`config.mk`:
```
export PLATFORM = sky130hd
export DESIGN_NAME = seq_detect_mealy
export DESIGN_NICKNAME = d
export VERILOG_FILES = /design/src/rtl/seq_detect_mealy_pkg.sv /design/src/rtl/sat_counter.sv /design/src/rtl/seq_detect_mealy.sv
export SDC_FILE = /design/constraint.sdc
export NUM_CORES = 1
export LEC_CHECK = 0
export CAP_MARGIN = 20
export CORE_MARGIN = 3
export CORE_UTILIZATION = 44
export DETAILED_ROUTE_END_ITERATION = 8
export GPL_ROUTABILITY_DRIVEN = 1
export PLACE_DENSITY_LB_ADDON = 0.2
export RECOVER_POWER = 25
export SLEW_MARGIN = 25
export SYNTH_ARGS = -nofsm -noshare
export SYNTH_HDL_FRONTEND = slang
export SYNTH_SLANG_ARGS = --single-unit
```
`constraint.sdc`:
```
create_clock -name clk -period 1.9 [get_ports clk]
set_input_delay 0.38 -clock clk [delete_from_list [all_inputs] [get_ports clk]]
set_output_delay 0.38 -clock clk [all_outputs]
set_load 0.02 [all_outputs]
```
`src/rtl/seq_detect_mealy_pkg.sv`:
```
// Shared elaboration-time helpers for the serial pattern detector family.
// No logic of its own: constant functions only, evaluated while building tables.
// Patterns are passed zero-extended to 16 bits, MSB of the N-bit field received first.
package seq_detect_mealy_pkg;

    localparam int MAX_N = 16;

    // Width of the "bits matched so far" state for an n-bit pattern.
    function automatic int state_w(input int n);
        return $clog2(n);
    endfunction

    // Longest proper prefix of the pattern that is a suffix of
    // (first k pattern bits followed by w). Capping at n-1 makes the
    // full-match case return the overlap length directly.
    function automatic int next_state(input int k, input logic w,
                                      input logic [MAX_N-1:0] pat, input int n);
        int   res;
        bit   found;
        bit   ok;
        int   j;
        logic sb;
        res   = 0;
        found = 1'b0;
        for (int l = n - 1; l >= 1; l--) begin
            if (!found && (l <= k + 1)) begin
                ok = 1'b1;
                for (int i = 0; i < l; i++) begin
                    j  = k + 1 - l + i;
                    sb = (j < k) ? pat[n-1-j] : w;
                    if (pat[n-1-i] != sb) ok = 1'b0;
                end
                if (ok) begin
                    res   = l;
                    found = 1'b1;
                end
            end
        end
        return res;
    endfunction

    // Length of the longest proper prefix that is also a suffix (restart
    // point after an overlapping match).
    function automatic int overlap_len(input logic [MAX_N-1:0] pat, input int n);
        return next_state(n - 1, pat[0], pat, n);
    endfunction

endpackage

```
`src/rtl/sat_counter.sv`:
```
// Saturating event counter with synchronous clear; clear+inc together loads 1.
// Latency: count reflects inc/clear one cycle after the sampling edge.
// No backpressure: inc is accepted every cycle, extra events at the ceiling are dropped.
//   clk, reset (async, active-high), inc, clear -> count[CNT_W-1:0]
module sat_counter #(
    parameter int CNT_W = 8
) (
    input  logic             clk,
    input  logic             reset,
    input  logic             inc,
    input  logic             clear,
    output logic [CNT_W-1:0] count
);

    localparam logic [CNT_W-1:0] CNT_MAX = '1;
    localparam logic [CNT_W-1:0] CNT_ONE = CNT_W'(1);

    always_ff @(posedge clk or posedge reset) begin
        if (reset) begin
            count <= '0;
        end else if (clear) begin
            // The event coinciding with the clear is the first of the new epoch.
            count <= inc ? CNT_ONE : '0;
        end else if (inc && (count != CNT_MAX)) begin
            count <= count + CNT_ONE;
        end
    end

endmodule

```
`src/rtl/seq_detect_mealy.sv`:
```
// Mealy serial pattern detector with KMP fallback, registered strobe and match counter.
// Latency: out is combinational in the final-bit cycle; match_q/count follow one cycle later.
// No backpressure: en=0 freezes state and ignores w; every enabled cycle is consumed.
//   clk, reset (async, active-high), en, w, clear -> out, match_q, count[CNT_W-1:0]
module seq_detect_mealy
    import seq_detect_mealy_pkg::*;
#(
    parameter int             N       = 4,
    parameter logic [N-1:0]   PATTERN = 4'b1011,
    parameter bit             OVERLAP = 1'b1,
    parameter int             CNT_W   = 8
) (
    input  logic             clk,
    input  logic             reset,
    input  logic             en,
    input  logic             w,
    input  logic             clear,
    output logic             out,
    output logic             match_q,
    output logic [CNT_W-1:0] count
);

    localparam int               SW     = state_w(N);
    localparam logic [MAX_N-1:0] PAT16  = MAX_N'(PATTERN);
    localparam logic [SW-1:0]    F_S    = SW'(overlap_len(PAT16, N));
    localparam logic [SW-1:0]    LAST_S = SW'(N - 1);

    logic [SW-1:0] state;
    logic [SW-1:0] state_nxt;

    // Per-state lookup tables, all constants resolved at elaboration.
    logic [SW-1:0] tab0    [N];
    logic [SW-1:0] tab1    [N];
    logic          exp_tab [N];

    for (genvar k = 0; k < N; k++) begin : g_tab
        localparam logic [SW-1:0] NXT0 = SW'(next_state(k, 1'b0, PAT16, N));
        localparam logic [SW-1:0] NXT1 = SW'(next_state(k, 1'b1, PAT16, N));
        assign tab0[k]    = NXT0;
        assign tab1[k]    = NXT1;
        assign exp_tab[k] = PATTERN[N-1-k];
    end

    logic at_last;
    logic hit;

    assign at_last = (state == LAST_S);
    assign hit     = (w == exp_tab[state]);
    assign out     = en & ~reset & at_last & (w == PATTERN[0]);

    always_ff @(posedge clk or posedge reset) begin
        if (reset) state <= '0;
        else       state <= state_nxt;
    end

    always_comb begin
        state_nxt = state;
        if (en) begin
            if (at_last && hit) begin
                state_nxt = OVERLAP ? F_S : '0;
            end else begin
                // Covers both advance (k+1) and mismatch fallback.
                state_nxt = w ? tab1[state] : tab0[state];
            end
        end
    end

    always_ff @(posedge clk or posedge reset) begin
        if (reset) match_q <= 1'b0;
        else       match_q <= out;
    end

    sat_counter #(.CNT_W(CNT_W)) u_cnt (
        .clk   (clk),
        .reset (reset),
        .inc   (out),
        .clear (clear),
        .count (count)
    );

endmodule

```
* Word-level counts from Yosys, hierarchy flattened
Cells that the tools add are included.
Word-level totals: memories 0, latch bits 0, input bits 5, logic and storage cells 30, flip-flop bits (word level) 11, ROM bits 0, memory bits (writable) 0
Operators by class: add/sub/neg operators 1, reductions and logical operators 3, bitwise logic cells 5, $mul 0, div/mod/pow operators 0, eq/ne operators 3, shift operators 0, magnitude comparators 1, muxes and demuxes 14
Operators by type and width (count):
- $mux W8 | 2
- $mux W2 | 6
- $add A8 B1 Y8 const B | 1
- $bmux W2 S2 | 2
- $ne A8 B8 Y1 const B | 1
- $and A1 B1 Y1 | 3
- $ge A3 B3 Y1 const B | 1
- $mux W1 | 3
- $not A2 Y3 | 1
- $bmux W1 S2 | 1
- $eq A2 B2 Y1 const B | 1
- $logic_and A1 B1 Y1 | 2
- $reduce_bool A2 Y1 | 1
- $eq A1 B1 Y1 | 1
- $not A1 Y1 | 1

* Longest topological paths before layout
depth in word-level cells 7, depth in mapped cells 6, mapped depth without buffers 5

* Hierarchy
From an unflattened synthesis, not the netlist that was laid out.
Unflattened totals: cells, all modules 58, area, all modules 570.5 µm²
By module, submodules not included:
- sat_counter | seq. area each 200.2 µm², instances 1, cells each 47, area each 450.4 µm²
- seq_detect_mealy | seq. area each 75.1 µm², instances 1, cells each 11, area each 120.1 µm²

* Worst setup path before layout
Ideal clock, no wire load.
path kind register to register, start point reg u_cnt.count[0], end point reg u_cnt.count[4], stages on the path, launching flop included 6, path buffers 1, clock period less this slack 1.702 ns, setup slack 0.198 ns, required time 1.822 ns, arrival time 1.625 ns, setup time 0.078 ns, cell sequence dfrtp_1 -> ha_1 -> and4_4 -> buf_6 -> or4_1 -> a21oi_1
Between the ends: longest elaborated chain between the ends 3, elaborated cells between the ends (all ways) 6
RTL lines:
- start, declared | RTL line sat_counter.sv:12 | output logic [CNT_W-1:0] count
- start signal, assigned | RTL line sat_counter.sv:23 | count <= inc ? CNT_ONE : '0;
- start signal, assigned | RTL line sat_counter.sv:25 | count <= count + CNT_ONE;
- $add A8 B1 Y8 or $ne A8 B8 Y1 (tied branches) | RTL line sat_counter.sv:25, sat_counter.sv:24
- $mux W8 or $logic_and A1 B1 Y1 (tied branches) | RTL line sat_counter.sv:24 | end else if (inc && (count != CNT_MAX)) begin
- $mux W8 or $reduce_bool A2 Y1 (tied branches)
Several ways; a longest one is shown, not always the timed one. The select of a mux whose other input is x is not followed. A chain may end at the register's enable or synchronous reset.

* Worst setup path after layout
start point in en, end point reg u_cnt.count[3]
Between the ends: longest elaborated chain between the ends 5
RTL lines:
- start, declared | RTL line seq_detect_mealy.sv:15 | input logic en,
- $and A1 B1 Y1 (3 in series) | RTL line seq_detect_mealy.sv:49 | assign out = en & ~reset & at_last & (w == PATTERN[0]);
- $logic_and A1 B1 Y1 | RTL line sat_counter.sv:24
- $reduce_bool A2 Y1 (no source line)
Every way passes these cells.

==> reports/qor.csv <==
metric;value;unit
status;completed;
cts_tree;yes;
antenna_found_initial;0;
worst_path_largest_cell_delay;0.50;ns
routed_wirelength;1292;um
met2_length;613;um
cts_buffers;3;
insertedDiodeCount;0;
synth_edf_count;0;
place_congestion;0.7738;
rows;12;
synth-async-reset-ratio;1.000;
avgRoutedWirePerCell;13.74;um
grtUsageTotal;0.1487;
grt_pass1_vias;484;
startpoint_type;primary input;
ant_nets;0;
drv_slew;0;
post-route-period-util;0.9533;
grt.overflow.total;0;
fin_util;0.6603;
powerDensity;577.5;mW/mm2
synth.avg_cell_area;9.558;um2
clock_path_buffers;2;
period_needed;1.811;ns
max_freq;0.5521;GHz
cts_setup_buffers;0;
skew;0.001446;ns
cp.required;2.09;ns
final_cells;94;
grt_max_degree;14;
power_frac_clock;0.364;
root_buffer;clkbuf_4;
worstPathArrival;2.00;ns
placed_area;752.0;um2
final_area;773.2;um2
drcViolationCount;0;
n_fill_cell;98;
seqPwrFrac;0.550;
fp.dieW;42.40;um
nNetsFinal;87;
share_comb_of_total_power;0.086;
crit_type;primary input to register;
wirelength_met1;598;um
setup_viol;0;
ys_seq_elements;11;
p_sw_frac;0.2363;
hold_viol;0;
clk_pin_slew;0.07;ns
hold_path.class;primary input to async pin;
synth_cell_type_count;25;
grt_pass1_wl;2035;um
ioPinCount;15;
dp.cells;90;
end_kind;register;
seq_area_frac_synth;0.4721;
maxUsedRoutingLayer;met4;
switchingPower;105.5;uW
synthToLayoutAreaGrowth;32.62;%
slew_headroom;0.7181;
drv_cap;0;
layout-drive-gt1-share;0.1375;
post-place-ws;-0.2938;ns
htree_levels;1;
core_area;0.001171;mm2
viasPerCell;5.670;
ys.flop_type;dfrtp_1;
layout_common_cells;13 x clkdlybuf4s50_1, 11 x dfrtp_1, 6 x nand2_1, 6 x a21oi_1, 5 x nand3_1;
worst-slew-pin-transition;0.4224;ns
drt-initial-drc-count;2;
peakVddDrop;0.0002614;V
internal-power;341.0;uW
start_util;0.4979;
via_count;533;
whs;0.4242;ns
grt_setup_unrepaired;false;
p_leak;0.3349;nW
crit_chain;clkdlybuf4s50_1 > and4b_1 > nand2_1 > buf_4 > or4_1 > a21oi_1;
path_max_fanout;13;
first_pass_iters;4;
wl_met3;49;um
slowest_stage;or4_1;
final_common_cell;clkdlybuf4s50_1;
fin_ws;0.08867;ns
syn-num-nets;67;
synth_warnings;0;
dieHeight;42.40;um
dpl.hpwl;920.5;um
cts.sinks;11;
synth_area;583.1;um2
io_buffers;14;
synthCells;61;
die_area;0.001798;mm2
insertion_delay;0.27;ns
[synth_stat cells, types with 4 or more instances]
library cell	instances	area share
inv_1	4	0.026
nand3_1	5	0.043
dfrtp_1	11	0.47
nand2_1	6	0.039
o21ai_0	4	0.034
a21oi_1	6	0.052
o31ai_1	4	0.052
or4_1	4	0.052
[critical path, delay by kind of cell]
family	cells	cell delay (ns)
simple gates	3	0.81
buf+inv	2	0.65
compound gates	1	0.16
[registers in the layout, summed over array words and instances, names as in the netlist]
signal and count:
match_q 1, state 2, u_cnt.count 8
[routing by layer]
metal  global-route usage  up-vias
met3              0.02575        7
li1                     -      265
met2               0.2462       14
met4              0.08696        0
met5                    0        -
met1               0.1777      247
[kinds of logic after synthesis]
| kind of cell | after synthesis | synth area share |
|---|---|---|
| buffers and inverters | 7 | 0.05792 |
| adder cells (fa/ha/maj) | 1 | 0.02146 |
| AO/OA/AOI/OAI | 15 | 0.1524 |
| AND/OR/NAND/NOR | 25 | 0.2597 |
| multiplexers | 2 | 0.03648 |
| flip-flops | 11 | 0.4721 |
[power by group through the flow]
stage / clock network [mW] / registers, mW / logic (mW)
final: 0.162 / 0.246 / 0.0384
after global routing: 0.176 / 0.246 / 0.0426
after CTS: 0.163 / 0.245 / 0.0391
after detailed placement: 0 / 0.250 / 0.0391
after global placement: 0 / 0.250 / 0.0379
after floorplan: 0 / 0.250 / 0.0163
[final cells by class]
cell class | instances | area [um2] | share of cell area
Timing Repair Buffer | 18 | 165.2 | 0.2136
Multi-Input combinational cell | 43 | 274.0 | 0.3544
Clock buffer | 4 | 26.28 | 0.03398
Inverter | 4 | 15.01 | 0.01942
Sequential cell | 11 | 275.3 | 0.3560
Tap cell | 14 | 17.52 | 0.02265
[per-stage QoR]
| stage | TNS, ns | power, mW |
|---|---|---|
| 3_5_place_dp | -0.9451 | 0.2891 |
| 6_report | 0 | 0.4466 |
| 2_1_floorplan | 0 | 0.2667 |
| 4_1_cts | 0 | 0.4474 |
| 5_1_grt | 0 | 0.4645 |
| 3_3_place_gp | -0.8955 | 0.2877 |
[path summary, 6_finish.rpt]
path / from / end / slack, ns / cells past startpoint
min in group clk: state[1] / state[1] / 0.50 / 2
worst max-delay path: en / u_cnt.count[3] / 0.09 / 6
worst min register to register: state[1] / state[1] / 0.50 / 2
worst max register to register: u_cnt.count[0] / u_cnt.count[3] / 0.26 / 4
max in group asynchronous: reset / u_cnt.count[7] / 1.18 / 2
worst min-delay path: reset / u_cnt.count[1] / 0.42 / 2
[what timing repair did]
action / 4_1_cts / 5_1_grt
gates resized for setup: 3 / 1
hold buffers: 0 / 0
setup endpoints to repair: 1 / 1
(Power assumes the default switching activity.)
==> RTL edit 1, RTL diff (same settings) <==
Put a register stage on the output `count`. The value now appears one clock later. The other outputs are not delayed to match. Comments in the files are not updated.
--- a/src/rtl/seq_detect_mealy.sv
+++ b/src/rtl/seq_detect_mealy.sv
@@ -24,6 +24,8 @@
     localparam logic [MAX_N-1:0] PAT16  = MAX_N'(PATTERN);
     localparam logic [SW-1:0]    F_S    = SW'(overlap_len(PAT16, N));
     localparam logic [SW-1:0]    LAST_S = SW'(N - 1);
+
+    logic [CNT_W-1:0] count_d;
 
     logic [SW-1:0] state;
     logic [SW-1:0] state_nxt;
@@ -75,8 +77,12 @@
         .reset (reset),
         .inc   (out),
         .clear (clear),
-        .count (count)
+        .count (count_d)
     );
+
+    always_ff @(posedge clk) begin
+        count <= count_d;
+    end
 
 endmodule
 
Behaviour: not the same (Yosys sat finds a counterexample within 10 cycles, from zero or initial values and one cycle with reset high).
==> RTL edit 1 against the unedited design <==
- sequential share of layout area grew 10 points
- power grew 48%
- design area grew 23%
- synthesized cell count grew 16%
- synthesized area grew 25%
- clock power grew 24%
- sequential cell count grew 8
- setup slack lost 0.061 ns
- wire length grew 7.4%
- critical path type is now input port to output port
- largest cell class unchanged
==> RTL edit 1: results (changes against the unedited design) <==
metric;value;unit;change
critical path data arrival time;1.49;ns;was 2.00 ns
Yosys warnings;0;;unchanged
Worst-path clk slew;0.10;ns;was 0.07 ns
Tightest Pin Transition;0.419;ns;was 0.422 ns
share of layout cells above drive strength 1;13.0;%;was 13.8%
Distinct cells, synth;28;;was 25
Post-synth top cells;dfrtp_1, dfxtp_1, nor3_1;;was dfrtp_1, a21oi_1, nand2_1
Largest regs;count: 8 flops, u_cnt.count: 8 flops, state: 2 flops;;was u_cnt.count: 8 flops, state: 2 flops, match_q: 1 flops
drt total wl;1390;microns;was 1290 microns
Worst Setup SP;en;;unchanged
Placed Area;916;sq um;was 752 sq um
dpl hpwl;1040;microns;was 921 microns
Avg Cell Area, Syn;10.2;sq um;was 9.56 sq um
cell family with most CP delay;buffers and inverters;;was simple AND/OR/NAND/NOR gates
CP max FO;2;;was 13
post-CTS sizing;5;;was 3
slowest cell on the critical path;clkdlybuf4s50_1;;was or4_1
first-pass GRT wire length;2100;microns;was 2040 microns
Leakage Power;0.371;nW;was 0.335 nW
Worst Clk Skew;0.00345;ns;was 0.00145 ns
Total GRT Usage;14.1;%;was 14.9%
number of global-route vias before repair;514;;was 484
Top FF cell, synth;dfrtp_1;;unchanged
R2R Path End;u_cnt.count[1];;was u_cnt.count[3]
Max IR drop VDD;387;uV;was 261 uV
WHS;0.426;ns;was 0.424 ns
syn nets;77;;was 67
setup ws final;0.0279;ns;was 0.0887 ns
Synth async-reset ratio;57.9;%;was 100%
Post-Place Setup Slack;-0.451;ns;was -0.294 ns
Vias per Instance;5.54;;was 5.67
final net count;99;;was 87
worst skew pair latency;0.30;ns;was 0.27 ns
largest net degree at the start of global routing;12;;was 14
Placer Congestion;0.728;;was 0.774
initial DRC count;25;;was 2
synth top area cells;dfrtp_1, dfxtp_1, nor3_1, inv_1, nand2_1;;was dfrtp_1, a21oi_1, o31ai_1, or4_1, nand3_1
outcome;completed;;unchanged
Inst Count DP;104;;was 90
register-to-register setup slack;0.37;ns;was 0.26 ns
register area share after synthesis;59.9;%;was 47.2%
Avg WL per Cell;12.9;microns;was 13.7 microns
==> RTL edit 1: metal layers <==
metal  vias to the layer above  part of all wire, %  global-route usage [%]
met5                         -                    0                       0
met2                        29                   47                    22.8
met1                       269                   44                    16.0
li1                        295                    -                       -
met4                         0                  3.0                    9.94
met3                         5                  6.6                    3.52
==> RTL edit 1: final cells by class <==
cell class | count | area [sq um]
fill | 126 | 576
clock buffer | 4 | 26.3
timing repair buffer | 19 | 179
sequential | 19 | 435
multi-input combinational | 43 | 262
inverter | 7 | 26.3
tap | 16 | 20.0
==> RTL edit 1: logic make-up after synthesis <==
| family | share of synthesized area [%] |
|---|---|
| multiplexers | 2.93 |
| AO/OA/AOI/OAI | 11.5 |
| AND/OR/NAND/NOR | 19.1 |
| buffers and inverters | 4.82 |
| flip-flops | 59.9 |
| adder cells (fa/ha/maj) | 1.72 |
==> RTL edit 1: report_power, final <==
part	internal, mW	switching, mW	leakage, nW
registers	0.409	0.00558	0.214
clock network	0.0819	0.119	0.0150
logic	0.0229	0.0226	0.142
==> RTL edit 2, RTL diff (same flow settings) <==
Made on the original files. Set the parameter `OVERLAP` to 1'b0 (it was 1'b1).
--- a/src/rtl/seq_detect_mealy.sv
+++ b/src/rtl/seq_detect_mealy.sv
@@ -7,7 +7,7 @@
 #(
     parameter int             N       = 4,
     parameter logic [N-1:0]   PATTERN = 4'b1011,
-    parameter bit             OVERLAP = 1'b1,
+    parameter bit             OVERLAP = 1'b0,
     parameter int             CNT_W   = 8
 ) (
     input  logic             clk,
Check against the original RTL: not equivalent (Yosys sat finds a counterexample within 10 cycles, from zero or initial values and one cycle with reset high).
==> RTL edit 2 against the unedited design <==
- wire length increased by 4.8%
- setup slack got worse by 0.034 ns
- power increased by 1.3%
- synthesized area decreased by 1.9%
- design area increased by 3.9%
- clock skew increased by 0.0020 ns
- non-clock buffer count increased by 1
- sequential cell count unchanged
- worst hold slack got worse by 0.010 ns
==> RTL edit 2: results (changes against the unedited design) <==
metric;value;unit;change
outcome;completed;;unchanged
initial DRC count;4;;was 2
clk root buf;clkbuf_4;;unchanged
largest net degree at the start of global routing;14;;unchanged
multi-input logic area;284;sq um;was 274 sq um
WHS;0.414;ns;was 0.424 ns
register-to-register setup slack;0.13;ns;was 0.26 ns
first-pass GRT wire length;2200;microns;was 2040 microns
Max IR drop VDD;430;uV;was 261 uV
First-pass DRT Iterations;4;;unchanged
Post-synth top cells;dfrtp_1, inv_1, nand3_1;;was dfrtp_1, a21oi_1, nand2_1
# port buffers;14;;unchanged
dpl hpwl;959;microns;was 921 microns
Avg Cell Area, Syn;9.22;sq um;was 9.56 sq um
synth top area cells;dfrtp_1, nand3_1, a21oi_1, inv_1, o31ai_1;;was dfrtp_1, a21oi_1, o31ai_1, or4_1, nand3_1
FF-to-FF path depth;5;;was 4
Inserted Clock Buffers;3;;unchanged
worst rel slew slack;55.2;%;was 71.8%
Min-Delay Path Class;input port to async pin;;unchanged
Inst Count DP;93;;was 90
# diodes;0;;unchanged
CP max FO;2;;was 13
Largest regs;u_cnt.count: 8 flops, state: 2 flops, match_q: 1 flops;;unchanged
share of layout cells above drive strength 1;16.9;%;was 13.8%
number of global-route vias before repair;498;;was 484
Total GRT Usage;16.6;%;was 14.9%
fin cells;97;;was 94
Placed Area;758;sq um;was 752 sq um
Worst Clk Skew;0.00346;ns;was 0.00145 ns
syn nets;68;;was 67
H-tree levels;1;;unchanged
initial antenna violation count;0;;unchanged
Synth async-reset ratio;100;%;unchanged
Post-Place Setup Slack;-0.380;ns;was -0.294 ns
post-CTS setup buffers;0;;unchanged
Distinct cells, synth;22;;was 25
cell family with most CP delay;buffers and inverters;;was simple AND/OR/NAND/NOR gates
register area share after synthesis;48.1;%;was 47.2%
Leakage Power;0.342;nW;was 0.335 nW
Placer Congestion;0.774;;about the same
R2R Path End;u_cnt.count[5];;was u_cnt.count[3]
clk buf depth;2;;unchanged
final net count;90;;was 87
Worst-path clk slew;0.08;ns;
Crit path largest cell delay;0.41;ns;was 0.50 ns
Yosys warnings;0;;unchanged
critical path data arrival time;1.47;ns;was 2.00 ns
slowest cell on the critical path;clkdlybuf4s50_1;;was or4_1
vias;555;;was 533
fillers;95;;was 98
worst skew pair latency;0.28;ns;
r2r startpoint;u_cnt.count[0];;unchanged
Avg WL per Cell;14.0;microns;was 13.7 microns
-- RTL edit 2: cell families (layout without fill, tap and decap cells) --
family                   count (synthesis)  in the layout  synth area share, %
AO/OA/AOI/OAI                           16             16                 17.7
adder cells (fa/ha/maj)                  1              1                 2.19
buffers and inverters                    8             29                 5.47
flip-flops                              11             11                 48.1
multiplexers                             1              1                 1.97
AND/OR/NAND/NOR                         25             25                 24.5
-- RTL edit 2: where the power goes --
part	leakage, nW	switching (mW)	total, mW	internal (mW)
logic	0.173	0.0212	0.0405	0.0193
registers	0.151	0.00465	0.245	0.240
clock network	0.0177	0.0891	0.167	0.0782
-- RTL edit 2: timing repair --
item                                    in CTS  in global routing
endpoints found under the hold margin        0                  0
gates resized for setup                      6                  2
endpoints found under the setup margin       2                  4
pin swaps                                    0                  1
hold buffers                                 0                  0
-- RTL edit 2: final cells by class --
| class | count | area share [%] |
|---|---|---|
| well taps | 14 | 2.18 |
| clock buffers | 3 | 2.80 |
| repair buffers | 19 | 22.0 |
| multi-input cells | 43 | 35.4 |
| inverters | 6 | 2.80 |
| flip-flops and latches | 11 | 34.3 |
| clock inverters | 1 | 0.623 |
-- RTL edit 2: per-layer routing --
layer	wire, microns	part of all wire [%]	track usage (%)	up-vias
li1	-	-	-	273
met1	596	44	21.1	263
met2	669	49	25.6	14
met3	46	3.4	2.58	5
met4	42	3.1	11.2	0
met5	0	0	0	-
-- RTL edit 2: worst max-delay path by stage --
stage | startpoint | endpoint | slack, ns | cells past startpoint
finish | reset | out | 0.05 | 5
floorplan | u_cnt.count[0] | u_cnt.count[5] | 0.26 | 5
detailed placement | reset | out | -0.38 | 5
CTS | reset | u_cnt.count[5] | 0.01 | 6
global placement | reset | out | -0.35 | 5
global route | en | u_cnt.count[6] | 0.002 | 6
